**src/rtl/uart_io_ctrl_pkg.sv**
```systemverilog
// Shared definitions for the UART memory-mapped I/O controller: address map,
// opcodes, status bit positions and the TX drain state encoding.
package uart_io_ctrl_pkg;

   localparam logic [23:0] IO_BASE = 24'hFFFF00;

   // Word offsets (byte offset >> 2)
   localparam logic [5:0] OFF_TXSTAT = 6'h00;
   localparam logic [5:0] OFF_RXSTAT = 6'h01;
   localparam logic [5:0] OFF_TXDATA = 6'h02;
   localparam logic [5:0] OFF_RXDATA = 6'h03;
   localparam logic [5:0] OFF_CYCLES = 6'h04;

   localparam logic [5:0] OP_LB  = 6'h20;
   localparam logic [5:0] OP_LH  = 6'h21;
   localparam logic [5:0] OP_LW  = 6'h23;
   localparam logic [5:0] OP_LBU = 6'h24;
   localparam logic [5:0] OP_LHU = 6'h25;
   localparam logic [5:0] OP_SB  = 6'h28;
   localparam logic [5:0] OP_SH  = 6'h29;
   localparam logic [5:0] OP_SW  = 6'h2B;

   localparam int STAT_AVAIL_BIT = 0;
   localparam int STAT_OVF_BIT   = 1;

   typedef enum logic {
      TX_IDLE = 1'b0,
      TX_SEND = 1'b1
   } txState_t;

   function automatic logic isLoadOp(input logic [5:0] op);
      case (op)
         OP_LB, OP_LH, OP_LW, OP_LBU, OP_LHU: isLoadOp = 1'b1;
         default:                             isLoadOp = 1'b0;
      endcase
   endfunction

   function automatic logic isStoreOp(input logic [5:0] op);
      case (op)
         OP_SB, OP_SH, OP_SW: isStoreOp = 1'b1;
         default:             isStoreOp = 1'b0;
      endcase
   endfunction

endpackage

```
**src/rtl/uart_io_ctrl_if.sv**
```systemverilog
// UART-side valid/ready handshakes: TX toward the UART, RX from the UART.
interface uart_io_ctrl_if;
   logic       DataInValid;
   logic [7:0] UARTDataIn;
   logic       DataInReady;
   logic       DataOutValid;
   logic [7:0] UARTDataOut;
   logic       DataOutReady;

   modport master (
      output DataInValid, UARTDataIn, DataOutReady,
      input  DataInReady, DataOutValid, UARTDataOut
   );

   modport slave (
      input  DataInValid, UARTDataIn, DataOutReady,
      output DataInReady, DataOutValid, UARTDataOut
   );
endinterface

```
**src/rtl/uart_io_ctrl_sync_fifo.sv**
```systemverilog
// Synchronous FIFO with combinational head. A push while full is accepted only
// when a valid pop happens in the same cycle; a pop while empty is ignored.
module sync_fifo #(
   parameter int WIDTH = 8,
   parameter int DEPTH = 8
) (
   input  logic                       clk,
   input  logic                       reset_n,
   input  logic                       push,
   input  logic                       pop,
   input  logic [WIDTH-1:0]           din,
   output logic [WIDTH-1:0]           dout,
   output logic                       full,
   output logic                       empty,
   output logic [$clog2(DEPTH):0]     count
);
   localparam int AW = $clog2(DEPTH);
   localparam logic [AW:0] FULL_CNT = DEPTH[AW:0];

   logic [WIDTH-1:0] memR [DEPTH];
   logic [AW-1:0]    wrPtrR;
   logic [AW-1:0]    rdPtrR;
   logic [AW:0]      cntR;
   logic             doPushS;
   logic             doPopS;

   assign doPopS  = pop && !empty;
   assign doPushS = push && (!full || doPopS);
   assign full    = (cntR == FULL_CNT);
   assign empty   = (cntR == {(AW+1){1'b0}});
   assign count   = cntR;
   assign dout    = memR[rdPtrR];

   // Storage array, written on accepted push
   always_ff @(posedge clk) begin
      if (doPushS) begin
         memR[wrPtrR] <= din;
      end
   end

   // Pointers and occupancy; power-of-two depth lets pointers wrap naturally
   always_ff @(posedge clk) begin
      if (!reset_n) begin
         wrPtrR <= {AW{1'b0}};
         rdPtrR <= {AW{1'b0}};
         cntR   <= {(AW+1){1'b0}};
      end else begin
         if (doPushS) begin
            wrPtrR <= wrPtrR + 1'b1;
         end
         if (doPopS) begin
            rdPtrR <= rdPtrR + 1'b1;
         end
         case ({doPushS, doPopS})
            2'b10:   cntR <= cntR + 1'b1;
            2'b01:   cntR <= cntR - 1'b1;
            default: cntR <= cntR;
         endcase
      end
   end
endmodule

```
**src/rtl/uart_io_ctrl.sv**
```systemverilog
// Memory-mapped UART controller: decodes E-stage I/O loads/stores, buffers TX/RX
// bytes, drains TX to the UART and returns load data aligned to the M stage.
module uart_io_ctrl
   import uart_io_ctrl_pkg::*;
#(
   parameter int TX_DEPTH = 8,
   parameter int RX_DEPTH = 8
) (
   input  logic              clk,
   input  logic              reset_n,
   input  logic              stall,
   input  logic [5:0]        opcodeE,
   input  logic [31:0]       ALUOutE,
   input  logic [31:0]       rd2E,
   output logic              ioSelE,
   output logic              UARTCtr,
   output logic [31:0]       UARTCtrOut,
   uart_io_ctrl_if.master    uart
);
   localparam int TXCW = $clog2(TX_DEPTH) + 1;
   localparam int RXCW = $clog2(RX_DEPTH) + 1;
   localparam logic [TXCW-1:0] TX_ONE = {{(TXCW-1){1'b0}}, 1'b1};

   txState_t        txStateR, txStateNextS;
   logic            isLoadS, isStoreS, ioLoadS, ioStoreS;
   logic [5:0]      wordOffS;
   logic            txPushReqS, txPopS, txFullS, txEmptyS, txOvfSetS;
   logic [7:0]      txHeadS;
   logic [TXCW-1:0] txCountS;
   logic            rxPushS, rxPopS, rxFullS, rxEmptyS, rxOvfSetS;
   logic [7:0]      rxHeadS;
   logic [RXCW-1:0] rxCountS;
   logic            txOvfR, rxOvfR;
   logic [31:0]     cycleR;
   logic [31:0]     loadDataS;
   logic            unusedOk;

   assign isLoadS  = isLoadOp(opcodeE);
   assign isStoreS = isStoreOp(opcodeE);
   assign ioSelE   = (isLoadS || isStoreS) && (ALUOutE[31:8] == IO_BASE);
   assign ioLoadS  = ioSelE && !stall && isLoadS;
   assign ioStoreS = ioSelE && !stall && isStoreS;
   assign wordOffS = ALUOutE[7:2];

   assign txPushReqS = ioStoreS && (wordOffS == OFF_TXDATA);
   assign txPopS     = (txStateR == TX_SEND) && uart.DataInReady;
   assign txOvfSetS  = txPushReqS && txFullS && !txPopS;

   assign uart.DataOutReady = reset_n && !rxFullS;
   assign rxPushS   = uart.DataOutValid && uart.DataOutReady;
   assign rxPopS    = ioLoadS && (wordOffS == OFF_RXDATA);
   assign rxOvfSetS = uart.DataOutValid && rxFullS;

   assign uart.DataInValid = (txStateR == TX_SEND);
   assign uart.UARTDataIn  = (txStateR == TX_SEND) ? txHeadS : 8'h00;

   assign unusedOk = ^{ALUOutE[1:0], rd2E[31:8], rxCountS};

   sync_fifo #(.WIDTH(8), .DEPTH(TX_DEPTH)) txFifo (
      .clk(clk), .reset_n(reset_n), .push(txPushReqS), .pop(txPopS),
      .din(rd2E[7:0]), .dout(txHeadS), .full(txFullS), .empty(txEmptyS),
      .count(txCountS)
   );

   sync_fifo #(.WIDTH(8), .DEPTH(RX_DEPTH)) rxFifo (
      .clk(clk), .reset_n(reset_n), .push(rxPushS), .pop(rxPopS),
      .din(uart.UARTDataOut), .dout(rxHeadS), .full(rxFullS), .empty(rxEmptyS),
      .count(rxCountS)
   );

   // TX drain state register
   always_ff @(posedge clk) begin
      if (!reset_n) begin
         txStateR <= TX_IDLE;
      end else begin
         txStateR <= txStateNextS;
      end
   end

   // TX drain next state: leave SEND only when the last byte is handed over
   always_comb begin
      txStateNextS = txStateR;
      case (txStateR)
         TX_IDLE: begin
            if (!txEmptyS) txStateNextS = TX_SEND;
            else           txStateNextS = TX_IDLE;
         end
         TX_SEND: begin
            if (txPopS && (txCountS == TX_ONE) && !txPushReqS) txStateNextS = TX_IDLE;
            else                                                txStateNextS = TX_SEND;
         end
         default: txStateNextS = TX_IDLE;
      endcase
   end

   // Sticky overflow flags; a new overflow beats a simultaneous clear
   always_ff @(posedge clk) begin
      if (!reset_n) begin
         txOvfR <= 1'b0;
         rxOvfR <= 1'b0;
      end else begin
         if (txOvfSetS)
            txOvfR <= 1'b1;
         else if (ioStoreS && (wordOffS == OFF_TXSTAT) && rd2E[STAT_OVF_BIT])
            txOvfR <= 1'b0;
         else
            txOvfR <= txOvfR;
         if (rxOvfSetS)
            rxOvfR <= 1'b1;
         else if (ioStoreS && (wordOffS == OFF_RXSTAT) && rd2E[STAT_OVF_BIT])
            rxOvfR <= 1'b0;
         else
            rxOvfR <= rxOvfR;
      end
   end

   // Free-running cycle counter; counts through stalls, store clears
   always_ff @(posedge clk) begin
      if (!reset_n) begin
         cycleR <= 32'h0000_0000;
      end else if (ioStoreS && (wordOffS == OFF_CYCLES)) begin
         cycleR <= 32'h0000_0000;
      end else begin
         cycleR <= cycleR + 32'h0000_0001;
      end
   end

   // Load-data read mux
   always_comb begin
      loadDataS = 32'h0000_0000;
      case (wordOffS)
         OFF_TXSTAT: loadDataS = {30'b0, txOvfR, !txFullS};
         OFF_RXSTAT: loadDataS = {30'b0, rxOvfR, !rxEmptyS};
         OFF_RXDATA: loadDataS = rxEmptyS ? 32'h0000_0000 : {24'h000000, rxHeadS};
         OFF_CYCLES: loadDataS = cycleR;
         default:    loadDataS = 32'h0000_0000;
      endcase
   end

   // M-stage writeback registers, frozen while stalled
   always_ff @(posedge clk) begin
      if (!reset_n) begin
         UARTCtr    <= 1'b0;
         UARTCtrOut <= 32'h0000_0000;
      end else if (!stall) begin
         UARTCtr <= ioLoadS;
         if (ioLoadS) UARTCtrOut <= loadDataS;
         else         UARTCtrOut <= UARTCtrOut;
      end else begin
         UARTCtr    <= UARTCtr;
         UARTCtrOut <= UARTCtrOut;
      end
   end
endmodule

```
**src/flat_wrapper.sv**
```systemverilog
// flat-port wrapper written by rule: the top's interface ports become plain ports
module uart_io_ctrl_flat import uart_io_ctrl_pkg::*;
#(
   parameter int TX_DEPTH = 8,
   parameter int RX_DEPTH = 8
)
  (clk, reset_n, stall, opcodeE, ALUOutE, rd2E, ioSelE, UARTCtr, UARTCtrOut, uart_DataInValid, uart_UARTDataIn, uart_DataOutReady, uart_DataInReady, uart_DataOutValid, uart_UARTDataOut);
  uart_io_ctrl_if uart_i ();
  input  logic clk;
  input  logic reset_n;
  input  logic stall;
  input  logic [5:0] opcodeE;
  input  logic [31:0] ALUOutE;
  input  logic [31:0] rd2E;
  output logic ioSelE;
  output logic UARTCtr;
  output logic [31:0] UARTCtrOut;
  output wire logic [$bits(uart_i.DataInValid)-1:0] uart_DataInValid;
  output wire logic [$bits(uart_i.UARTDataIn)-1:0] uart_UARTDataIn;
  output wire logic [$bits(uart_i.DataOutReady)-1:0] uart_DataOutReady;
  input wire logic [$bits(uart_i.DataInReady)-1:0] uart_DataInReady;
  input wire logic [$bits(uart_i.DataOutValid)-1:0] uart_DataOutValid;
  input wire logic [$bits(uart_i.UARTDataOut)-1:0] uart_UARTDataOut;
  assign uart_DataInValid = uart_i.DataInValid;
  assign uart_UARTDataIn = uart_i.UARTDataIn;
  assign uart_DataOutReady = uart_i.DataOutReady;
  assign uart_i.DataInReady = uart_DataInReady;
  assign uart_i.DataOutValid = uart_DataOutValid;
  assign uart_i.UARTDataOut = uart_UARTDataOut;
  uart_io_ctrl #(.TX_DEPTH(TX_DEPTH), .RX_DEPTH(RX_DEPTH)) u_core (.clk(clk), .reset_n(reset_n), .stall(stall), .opcodeE(opcodeE), .ALUOutE(ALUOutE), .rd2E(rd2E), .ioSelE(ioSelE), .UARTCtr(UARTCtr), .UARTCtrOut(UARTCtrOut), .uart(uart_i));
endmodule
```
**config.mk**
```make
export PLATFORM = sky130hd
export DESIGN_NAME = uart_io_ctrl_flat
export DESIGN_NICKNAME = d
export VERILOG_FILES = /design/src/rtl/uart_io_ctrl_pkg.sv /design/src/rtl/uart_io_ctrl_if.sv /design/src/rtl/uart_io_ctrl_sync_fifo.sv /design/src/rtl/uart_io_ctrl.sv /design/src/flat_wrapper.sv
export SDC_FILE = /design/constraint.sdc
export NUM_CORES = 1
export LEC_CHECK = 0
export ABC_AREA = 1
export CAP_MARGIN = 15
export CORE_MARGIN = 5
export CORE_UTILIZATION = 30
export DETAILED_ROUTE_END_ITERATION = 10
export PLACE_DENSITY_LB_ADDON = 0.12
export SLEW_MARGIN = 15
export SYNTH_ARGS = -nofsm -noshare
export SYNTH_HDL_FRONTEND = slang
export SYNTH_SLANG_ARGS = --single-unit
```
**constraint.sdc**
```tcl
create_clock -name clk -period 7.6 [get_ports clk]
set_clock_uncertainty 0.1 [all_clocks]
set_input_delay 1.9 -clock clk [delete_from_list [all_inputs] [get_ports clk]]
set_output_delay 1.9 -clock clk [all_outputs]
set_load 0.05 [all_outputs]
```
==> summary.txt, run 1 <==
DR DRC count -> 0
Status -> finished clean
WS Path Type -> in2out
Initial antenna violation count -> 0
Fillers -> 3229
Largest net degree at the start of global routing -> 64
Max layer used -> met4
Fin area -> 11950 um^2
Lkg Pwr -> 4.071 nW
Final Max Slew Viols -> 0
Total number of vias -> 7461
Post-CTS Setup Repair Bufs -> 0
Max VDD drop -> 136.2 uV
GR Util All Layers -> 0.1406
Row count -> 65
Top_reg_cell synth -> edfxtp_1
Cts repair resizes -> 0
Gpl congestion -> 0.8005
Max Clk Rate -> 0.1732 GHz
Unrepaired setup endpoints after global routing -> false
Pwr dens -> 216.3 nW/um^2
Dpl cell area -> 11110 um^2
Reg clk slew, reported paths -> 0.05 ns
Arrival @ worst endpoint -> 3.77 ns
Post-synth EDFFs -> 128
Hold Fails Final Rpt -> 0
Die area -> 35930 um^2
Rel. slew slack -> 0.2965
Reg2Reg Depth -> 4
Crit path launch -> opcodeE[5]
Mean Syn Cell Area -> 9.115 um^2
H-tree levels -> 1
Final setup fails -> 0
Cell with the most instances after synthesis -> nor2_1
Tightest Pin Transition -> 1.049 ns
M1 WL -> 12380 um
Final min period -> 5.775 ns
Fin crit share -> 0.7598
Min-Delay Startpoint -> u_core.cycleR[27]$_SDFF_PP0_
CTS sink count -> 222
Met3 Wirelength -> 1377 um
Gate family responsible for the most delay along the worst path -> buffers and inverters
CP Buf/Inv Count -> 2
DR WL met2 -> 11540 um
R2R Setup Slk -> 4.97 ns
Worst Setup Start Kind -> input port
Reg2reg end -> u_core.txFifo.memR[1][0]$_DFFE_PP_
Number of detailed-route iterations in the first pass -> 5
Reg-to-Reg Start -> u_core.uart.DataInValid$_SDFF_PN0_
# IOs -> 127
Die Wd -> 189.5 um
Via density -> 4.707
Initial DRC count -> 462
Synth Register Bits -> 222
Stages on the worst setup path -> 7
Final layout net count -> 1261
Setup TNS -> 0 ns
Post-DP HPWL -> 17080 um
WL/cell -> 16.17 um
Area delta synth->final -> 23.55%
CP Cell Sequence -> clkdlybuf4s50_1 > nand2_1 > nor2_1 > nand2_1 > nand2_2 > and3_1 > clkdlybuf4s50_1
Ys async rst share -> 0
Ys Warns -> 0
Starting Density -> 0.3049
Area contributors post-synth -> edfxtp_1 (40%), dfxtp_1 (19%), nor2_1 (8.3%)
Layout cells sized above 1 -> 0.05579
Final WL -> 25640 um
Top-area cell type share of the netlist area -> 0.3975
Antenna-violating nets left -> 0
Hold WC Path Type -> reg2reg
Clock Tree Buf Depth -> 3
Register area share after synthesis -> 0.5921
Crit path max fanout -> 4
Mapped Area -> 9671 um^2
Max Cap Viol -> 0
Vias in the first global route -> 7343
Library cells used by synthesis -> 37
CP endpoint -> ioSelE
Pre-CTS setup slack -> 1.805 ns
GRT overflow -> 0
CP Capture Type -> primary output
N_diodes -> 0
Syn_nets -> 1157
WP data required -> 5.60 ns
Mapped Cells -> 1061
Total CTS buffers -> 27
First-pass GRT wire length -> 40760 um
Synth area leader -> edfxtp_1
CTS Root Cell -> clkbuf_16
Core ar. -> 31720 um^2
Most frequent cells after synthesis -> nor2_1 (215), o21ai_0 (142), nand2_1 (134), edfxtp_1 (128), inv_1 (103)
CTS tree -> built
CP max stage cell -> clkdlybuf4s50_1
Max stage delay on crit path -> 0.80 ns
Number of I/O port buffers -> 100
Clk_lat worst skew -> 0.52 ns
Die Ht -> 189.5 um
Hold_buf cts -> 0
PnR worst setup slack -> 1.825 ns
[cell usage in the layout (no fill, tap or decap), types with 2 or more instances in the layout]
cell type / instances
nor2_1: 215
o21ai_0: 142
nand2_1: 134
edfxtp_1: 128
inv_1: 103
clkdlybuf4s50_1: 99
dfxtp_1: 94
a21oi_1: 48
nand3_1: 30
clkbuf_16: 27
nor3_1: 18
nand4_1: 18
o211ai_1: 17
buf_4: 15
xor2_1: 12
ha_1: 12
clkbuf_1: 9
o22ai_1: 8
a31oi_1: 8
nor4_1: 5
nor3_2: 4
nand2_2: 4
nor2_4: 4
a211oi_1: 4
clkinv_1: 4
and3_1: 2
nor3b_1: 2
bufinv_16: 2
clkbuf_8: 2
clkinv_2: 2
[sequential cells by signal, indices dropped and copies added, names as in the netlist, 3 cells and up, named ones only]
register	flops
u_core.txFifo.count	4
u_core.txFifo.wrPtrR	3
u_core.UARTCtrOut	32
u_core.rxFifo.memR	64
u_core.txFifo.memR	64
u_core.rxFifo.rdPtrR	3
u_core.txFifo.rdPtrR	3
u_core.rxFifo.wrPtrR	3
u_core.cycleR	32
u_core.rxFifo.count	4
[layer usage]
layer,vias to the layer above,global-route usage
met5,-,0
met4,0,0.02699
met3,30,0.03046
met2,148,0.2281
met1,3465,0.1961
li1,3818,-
[final cells by class]
| type | count | area, um^2 | area share |
|---|---|---|---|
| sequential | 222 | 5725 | 0.4792 |
| clock inverter | 9 | 98.84 | 0.008273 |
| tap | 402 | 503.0 | 0.04210 |
| timing repair buffer | 114 | 1104 | 0.09237 |
| multi-input combinational | 695 | 3386 | 0.2834 |
| inverter | 105 | 394.1 | 0.03299 |
| clock buffer | 38 | 737.0 | 0.06168 |
[worst reg2reg max path, stage by stage, from the launching register on]
cell	delay (ns)
dfxtp_1	0.63
nand2_1	0.20
nand2_1	0.19
nand4_1	0.26
nor3_2	0.86
[cells by family (layout without fill, tap and decap cells)]
group,Yosys count,in the layout,share of synthesized area
and+or+nand+nor,440,440,0.1919
AOI/OAI and AO/OA,229,229,0.1268
DFF,222,222,0.5921
buffers and inverters,144,266,0.05990
adders and majority gates,13,13,0.01760
xor gates and xnor gates,13,13,0.01177
[worst min-delay path by stage]
stage / end / slack [ns] / cells past startpoint
finish: u_core.cycleR[27]$_SDFF_PP0_ / 0.36 / 2
global route: u_core.rxOvfR$_SDFFE_PN0P_ / 0.39 / 2
CTS: u_core.txFifo.rdPtrR[2]$_SDFFE_PN0P_ / 0.36 / 2
detailed placement: u_core.txFifo.rdPtrR[2]$_SDFFE_PN0P_ / 0.35 / 2
global placement: u_core.cycleR[27]$_SDFF_PP0_ / 0.35 / 2
floorplan: flop / 0.33 / 2
[stage by stage]
stage | instances | power (mW) | hold WS [ns] | utilization
after floorplan | 1061 | 1.337 | 0.3334 | -
after CTS | 1585 | 2.623 | 0.3627 | 0.3767
after global placement | 1538 | 1.387 | 0.3499 | 0.3503
after global routing | 1585 | 2.689 | 0.3878 | 0.3767
after detailed placement | 1538 | 1.388 | 0.3518 | 0.3503
final | 1585 | 2.584 | 0.3622 | 0.3767
[power by group]
group | total [mW] | internal, mW | switching (mW)
registers | 1.28 | 1.28 | 0.00429
logic | 0.0803 | 0.0364 | 0.0439
clock network | 1.22 | 0.738 | 0.484
Power figures use the tool's default switching activity.
==> run 2, diff against run 1 <==
==> constraint.sdc (replaced) <==
create_clock -name clk -period 4.7 [get_ports clk]
set_clock_uncertainty 0.1 [all_clocks]
set_input_delay 1.175 -clock clk [delete_from_list [all_inputs] [get_ports clk]]
set_output_delay 1.175 -clock clk [all_outputs]
set_load 0.05 [all_outputs]
==> run 2 against run 1 <==
Effect of this change: die area did not move; sequential power rose by 62%; cell area up 1.2%; critical path type is now reg2out; highest routed layer unchanged; clock power rose by 67%; largest cell class unchanged; first-iteration DRC count down 20%; register-to-register slack got worse by 2.8 ns; sequential share of layout area fell by 0.57 points; combinational power grew 66%; largest power group unchanged.
==> summary.txt, run 2 (synthesis gave the netlist of run 1 again) <==
WS Path Type -> reg2out
Gpl congestion -> 0.8275
Final Power -> 4.244 mW
Hold WC Path Type -> reg2reg
Initial DRC count -> 370
Final Max Slew Viols -> 0
Hold_ws -> 0.3605 ns
Hold depth -> 2
Net switching power -> 0.8615 mW
Rel. slew slack -> 0.3828
Pwr dens -> 351.0 nW/um^2
Setup TNS -> 0 ns
Final layout net count -> 1275
DR WL met2 -> 11500 um
Core ar. -> 31720 um^2
DR DRC count -> 0
Initial antenna violation count -> 0
Switching share of power -> 0.2030
Status -> finished clean
Met3 Wirelength -> 1120 um
Layout cells sized above 1 -> 0.06756
Cts repair resizes -> 0
Total number of vias -> 7488
CP Capture Type -> primary output
Post-CTS Setup Repair Bufs -> 0
Post-route insts no fill -> 1601
Post-DP HPWL -> 17300 um
Die area -> 35930 um^2
H-tree levels -> 1
Reg clk slew, reported paths -> 0.06 ns
Clk_lat worst skew -> 0.52 ns
Max VDD drop -> 225.1 uV
GR Util All Layers -> 0.1412
Reg2Reg Depth -> 13
Unrepaired setup endpoints after global routing -> false
Placed Instances -> 1553
GRT overflow -> 0
Arrival @ worst endpoint -> 2.87 ns
Tightest Pin Transition -> 0.9224 ns
Die Wd -> 189.5 um
Combinational share of power -> 0.031
CTS tree -> built
N_diodes -> 0
Fin crit share -> 0.8823
WL/cell -> 16.07 um
Max layer used -> met4
Row count -> 65
Max Clk Rate -> 0.2411 GHz
Sequential share of power -> 0.488
Final setup fails -> 0
Final min period -> 4.147 ns
Clock share of power -> 0.481
CTS sink count -> 222
Lkg Pwr -> 4.170 nW
Fillers -> 3199
Number of detailed-route iterations in the first pass -> 5
Area delta synth->final -> 25.02%
M1 WL -> 12680 um
Max Cap Viol -> 0
Most frequent cells in the layout -> nor2_1 (215), o21ai_0 (142), nand2_1 (134)
Starting Density -> 0.3049
Final WL -> 25730 um
Internal -> 3.382 mW
Antenna-violating nets left -> 0
Hold_buf cts -> 0
Hold Fails Final Rpt -> 0
Crit path max fanout -> 10
R2R Setup Slk -> 2.12 ns
Biggest regs -> u_core.rxFifo.memR (64), u_core.txFifo.memR (64)
Number of I/O port buffers -> 100
# IOs -> 127
Via density -> 4.677
Utilization after layout -> 0.3812
Largest net degree at the start of global routing -> 64
Worst Setup Start Kind -> flop
Total CTS buffers -> 26
First-pass GRT wire length -> 40810 um
Commonest non-fill, non-tap cell in the layout -> nor2_1
WP data required -> 3.42 ns
Die Ht -> 189.5 um
Clock Tree Buf Depth -> 3
Vias in the first global route -> 7341
CTS Root Cell -> clkbuf_16
run 2: changes by cell type in the layout (fill, tap and decap cells not counted), sizes merged:
cell | before | now
inv | 105 | 104
buf | 15 | 31
clkinv | 7 | 13
clkbuf | 38 | 33
clkdlybuf4s50 | 99 | 98
bufinv | 2 | 3
run 2: power groups by stage:
stage / registers (mW) / logic [mW] / clock network, mW
finish: 2.07 / 0.133 / 2.04
global route: 2.07 / 0.149 / 2.19
CTS: 2.07 / 0.135 / 2.11
detailed placement: 2.11 / 0.134 / 0
global placement: 2.11 / 0.133 / 0
floorplan: 2.11 / 0.0509 / 0
run 2: cell type report:
class | instances | area (um^2) | share of cell area
inverter | 105 | 394.1 | 0.03260
clock buffer | 33 | 729.5 | 0.06033
multi-input combinational | 695 | 3366 | 0.2784
sequential | 222 | 5725 | 0.4736
clock inverter | 15 | 146.4 | 0.01211
timing repair buffer | 129 | 1226 | 0.1014
tap | 402 | 503.0 | 0.04160
run 2: worst paths after layout:
path                                            start                                  end
setup / recovery                                 flop                   uart_UARTDataIn[1]
hold / removal           u_core.cycleR[27]$_SDFF_PP0_         u_core.cycleR[27]$_SDFF_PP0_
setup reg to reg  u_core.rxFifo.count[1]$_SDFFE_PN0P_  u_core.rxFifo.count[3]$_SDFFE_PN0P_
hold reg to reg          u_core.cycleR[27]$_SDFF_PP0_         u_core.cycleR[27]$_SDFF_PP0_
run 2: stage by stage:
step,setup WS (ns),instance area (um^2)
floorplan,0.9643,9671
global placement,0.7023,11210
detailed placement,0.6588,11210
CTS,0.4674,12090
global route,0.3301,12090
finish,0.5531,12090
run 2: per-layer routing:
metal / vias up / track usage
met2: 140 / 0.2337
met4: 0 / 0.03033
met3: 36 / 0.02532
met5: - / 0
li1: 3852 / -
met1: 3460 / 0.1951
run 2: worst max-delay path, cell delays in order, from the launching register on:
cell and delay (ns):
dfxtp_1 0.57, buf_4 0.26, o21ai_0 0.11, o22ai_1 0.18
o21ai_0 0.09, a31oi_1 0.26, clkdlybuf4s50_1 0.87
==> run 3, diff against run 2 <==
--- a/config.mk
+++ b/config.mk
@@ -7,8 +7,9 @@
 export LEC_CHECK = 0
 export ABC_AREA = 1
 export CAP_MARGIN = 15
-export CORE_MARGIN = 5
+export CORE_MARGIN = 1
 export CORE_UTILIZATION = 30
+export CTS_CLUSTER_SIZE = 14
 export DETAILED_ROUTE_END_ITERATION = 10
 export PLACE_DENSITY_LB_ADDON = 0.12
 export SLEW_MARGIN = 15
==> run 3 against run 2 <==
Effect of this change: global-route usage rose by 1.5 points; count of clock-buffer cells in the layout is 4 higher; clock power fell by 9%; cell count about the same.
==> summary.txt, run 3 (synthesis gave the netlist of run 1 again) <==
Placed Instances -> 1552
Hold Fails Final Rpt -> 0
Hold WC Path Type -> reg2reg
Pre-CTS setup slack -> 0.6732 ns
Final min period -> 4.196 ns
Hold_buf cts -> 0
Max Cap Viol -> 0
CTS Root Cell -> clkbuf_16
CP Cell Sequence -> inv_1 > buf_4 > o21ai_0 > o22ai_1 > o21ai_0 > a31oi_1 > clkdlybuf4s50_1
Dpl cell area -> 11210 um^2
Commonest non-fill, non-tap cell in the layout -> nor2_1
Core ar. -> 31640 um^2
Tightest Pin Transition -> 0.9676 ns
H-tree levels -> 1
Final WL -> 25340 um
Post-route insts no fill -> 1600
GR Util All Layers -> 0.1559
Die Wd -> 181.5 um
Max VDD drop -> 256.3 uV
Antenna-violating nets left -> 0
Sequential share of power -> 0.511
Lkg Pwr -> 4.119 nW
CTS sink count -> 222
Clock Tree Buf Depth -> 3
Reg clk slew, reported paths -> 0.06 ns
Met3 Use GR -> 0.02567
CP Buf/Inv Count -> 3
Routing usage on met1 -> 0.2084
Switching share of power -> 0.2091
Top Usage Layer GRT -> met2
Number of detailed-route iterations in the first pass -> 5
Clock share of power -> 0.456
CP Capture Type -> primary output
Clk_lat worst skew -> 0.52 ns
Final layout net count -> 1274
PnR worst setup slack -> 0.5037 ns
Internal -> 3.204 mW
Number of I/O port buffers -> 100
Gate family responsible for the most delay along the worst path -> buffers and inverters
GRT overflow -> 0
Arrival @ worst endpoint -> 2.92 ns
Combinational share of power -> 0.032
Post-DP HPWL -> 17040 um
Fin crit share -> 0.8928
WS Path Type -> reg2out
Layout cells sized above 1 -> 0.06344
Hold_ws -> 0.3587 ns
Post-CTS Setup Repair Bufs -> 0
Total number of vias -> 7438
Row count -> 65
N_diodes -> 0
# IOs -> 127
Starting Density -> 0.3057
WP data required -> 3.42 ns
Setup TNS -> 0 ns
Rel. slew slack -> 0.3526
Net switching power -> 0.8471 mW
Total CTS buffers -> 26
Die area -> 32960 um^2
Area delta synth->final -> 24.00%
Pwr dens -> 337.9 nW/um^2
CP most frequent cell -> o21ai_0
WL/cell -> 15.84 um
Fin area -> 11990 um^2
Biggest regs -> u_core.rxFifo.memR (64), u_core.txFifo.memR (64)
Largest net degree at the start of global routing -> 35
Initial DRC count -> 435
Most frequent cells in the layout -> nor2_1 (215), o21ai_0 (142), nand2_1 (134)
CTS tree -> built
Vias in the first global route -> 7321
Unrepaired setup endpoints after global routing -> false
Worst Setup Start Kind -> flop
Die Ht -> 181.5 um
DR DRC count -> 0
Final Power -> 4.051 mW
CP max stage cell -> clkdlybuf4s50_1
Crit path max fanout -> 32
Gpl congestion -> 0.7985
Status -> finished clean
Final setup fails -> 0
Utilization after layout -> 0.3790
Cts repair resizes -> 0
Initial antenna violation count -> 0
Max stage delay on crit path -> 0.85 ns
Via density -> 4.649
First-pass GRT wire length -> 40470 um
Final Max Slew Viols -> 0
R2R Setup Slk -> 2.18 ns
Max Clk Rate -> 0.2383 GHz
Met2 usage -> 0.2629
[run 3: final cells by class]
cell class | instances | area [um^2]
fillers | 3192 | 19650
flip-flops and latches | 222 | 5725
multi-input cells | 695 | 3366
repair buffers | 128 | 1219
clock buffers | 37 | 733.2
well taps | 402 | 503.0
inverters | 105 | 394.1
clock inverters | 11 | 51.30
[run 3: layer usage]
layer	vias up	routed length (um)
li1	3836	-
met1	3446	12160
met2	124	11680
met3	32	1055
met4	0	448
met5	-	0
[run 3: final timing paths]
path / startpoint / end / cells after the start
worst max-delay path: flop / uart_UARTDataIn[1] / 7
worst min-delay path: u_core.cycleR[27]$_SDFF_PP0_ / u_core.cycleR[27]$_SDFF_PP0_ / 2
worst max register to register: u_core.txFifo.count[0]$_SDFFE_PN0P_ / u_core.txFifo.count[3]$_SDFFE_PN0P_ / 11
worst min register to register: u_core.cycleR[27]$_SDFF_PP0_ / u_core.cycleR[27]$_SDFF_PP0_ / 2
[run 3: worst min-delay path: stages, from the launching register on]
cell and delay [ns]:
dfxtp_1 0.31, nand2_1 0.06, a21oi_1 0.05
[run 3: power groups by stage]
stage	sequential, mW	clock [mW]	combinational (mW)
floorplan	2.11	0	0.0509
global placement	2.11	0	0.133
global route	2.07	2.00	0.148
CTS	2.07	1.91	0.134
finish	2.07	1.85	0.132
detailed placement	2.11	0	0.134
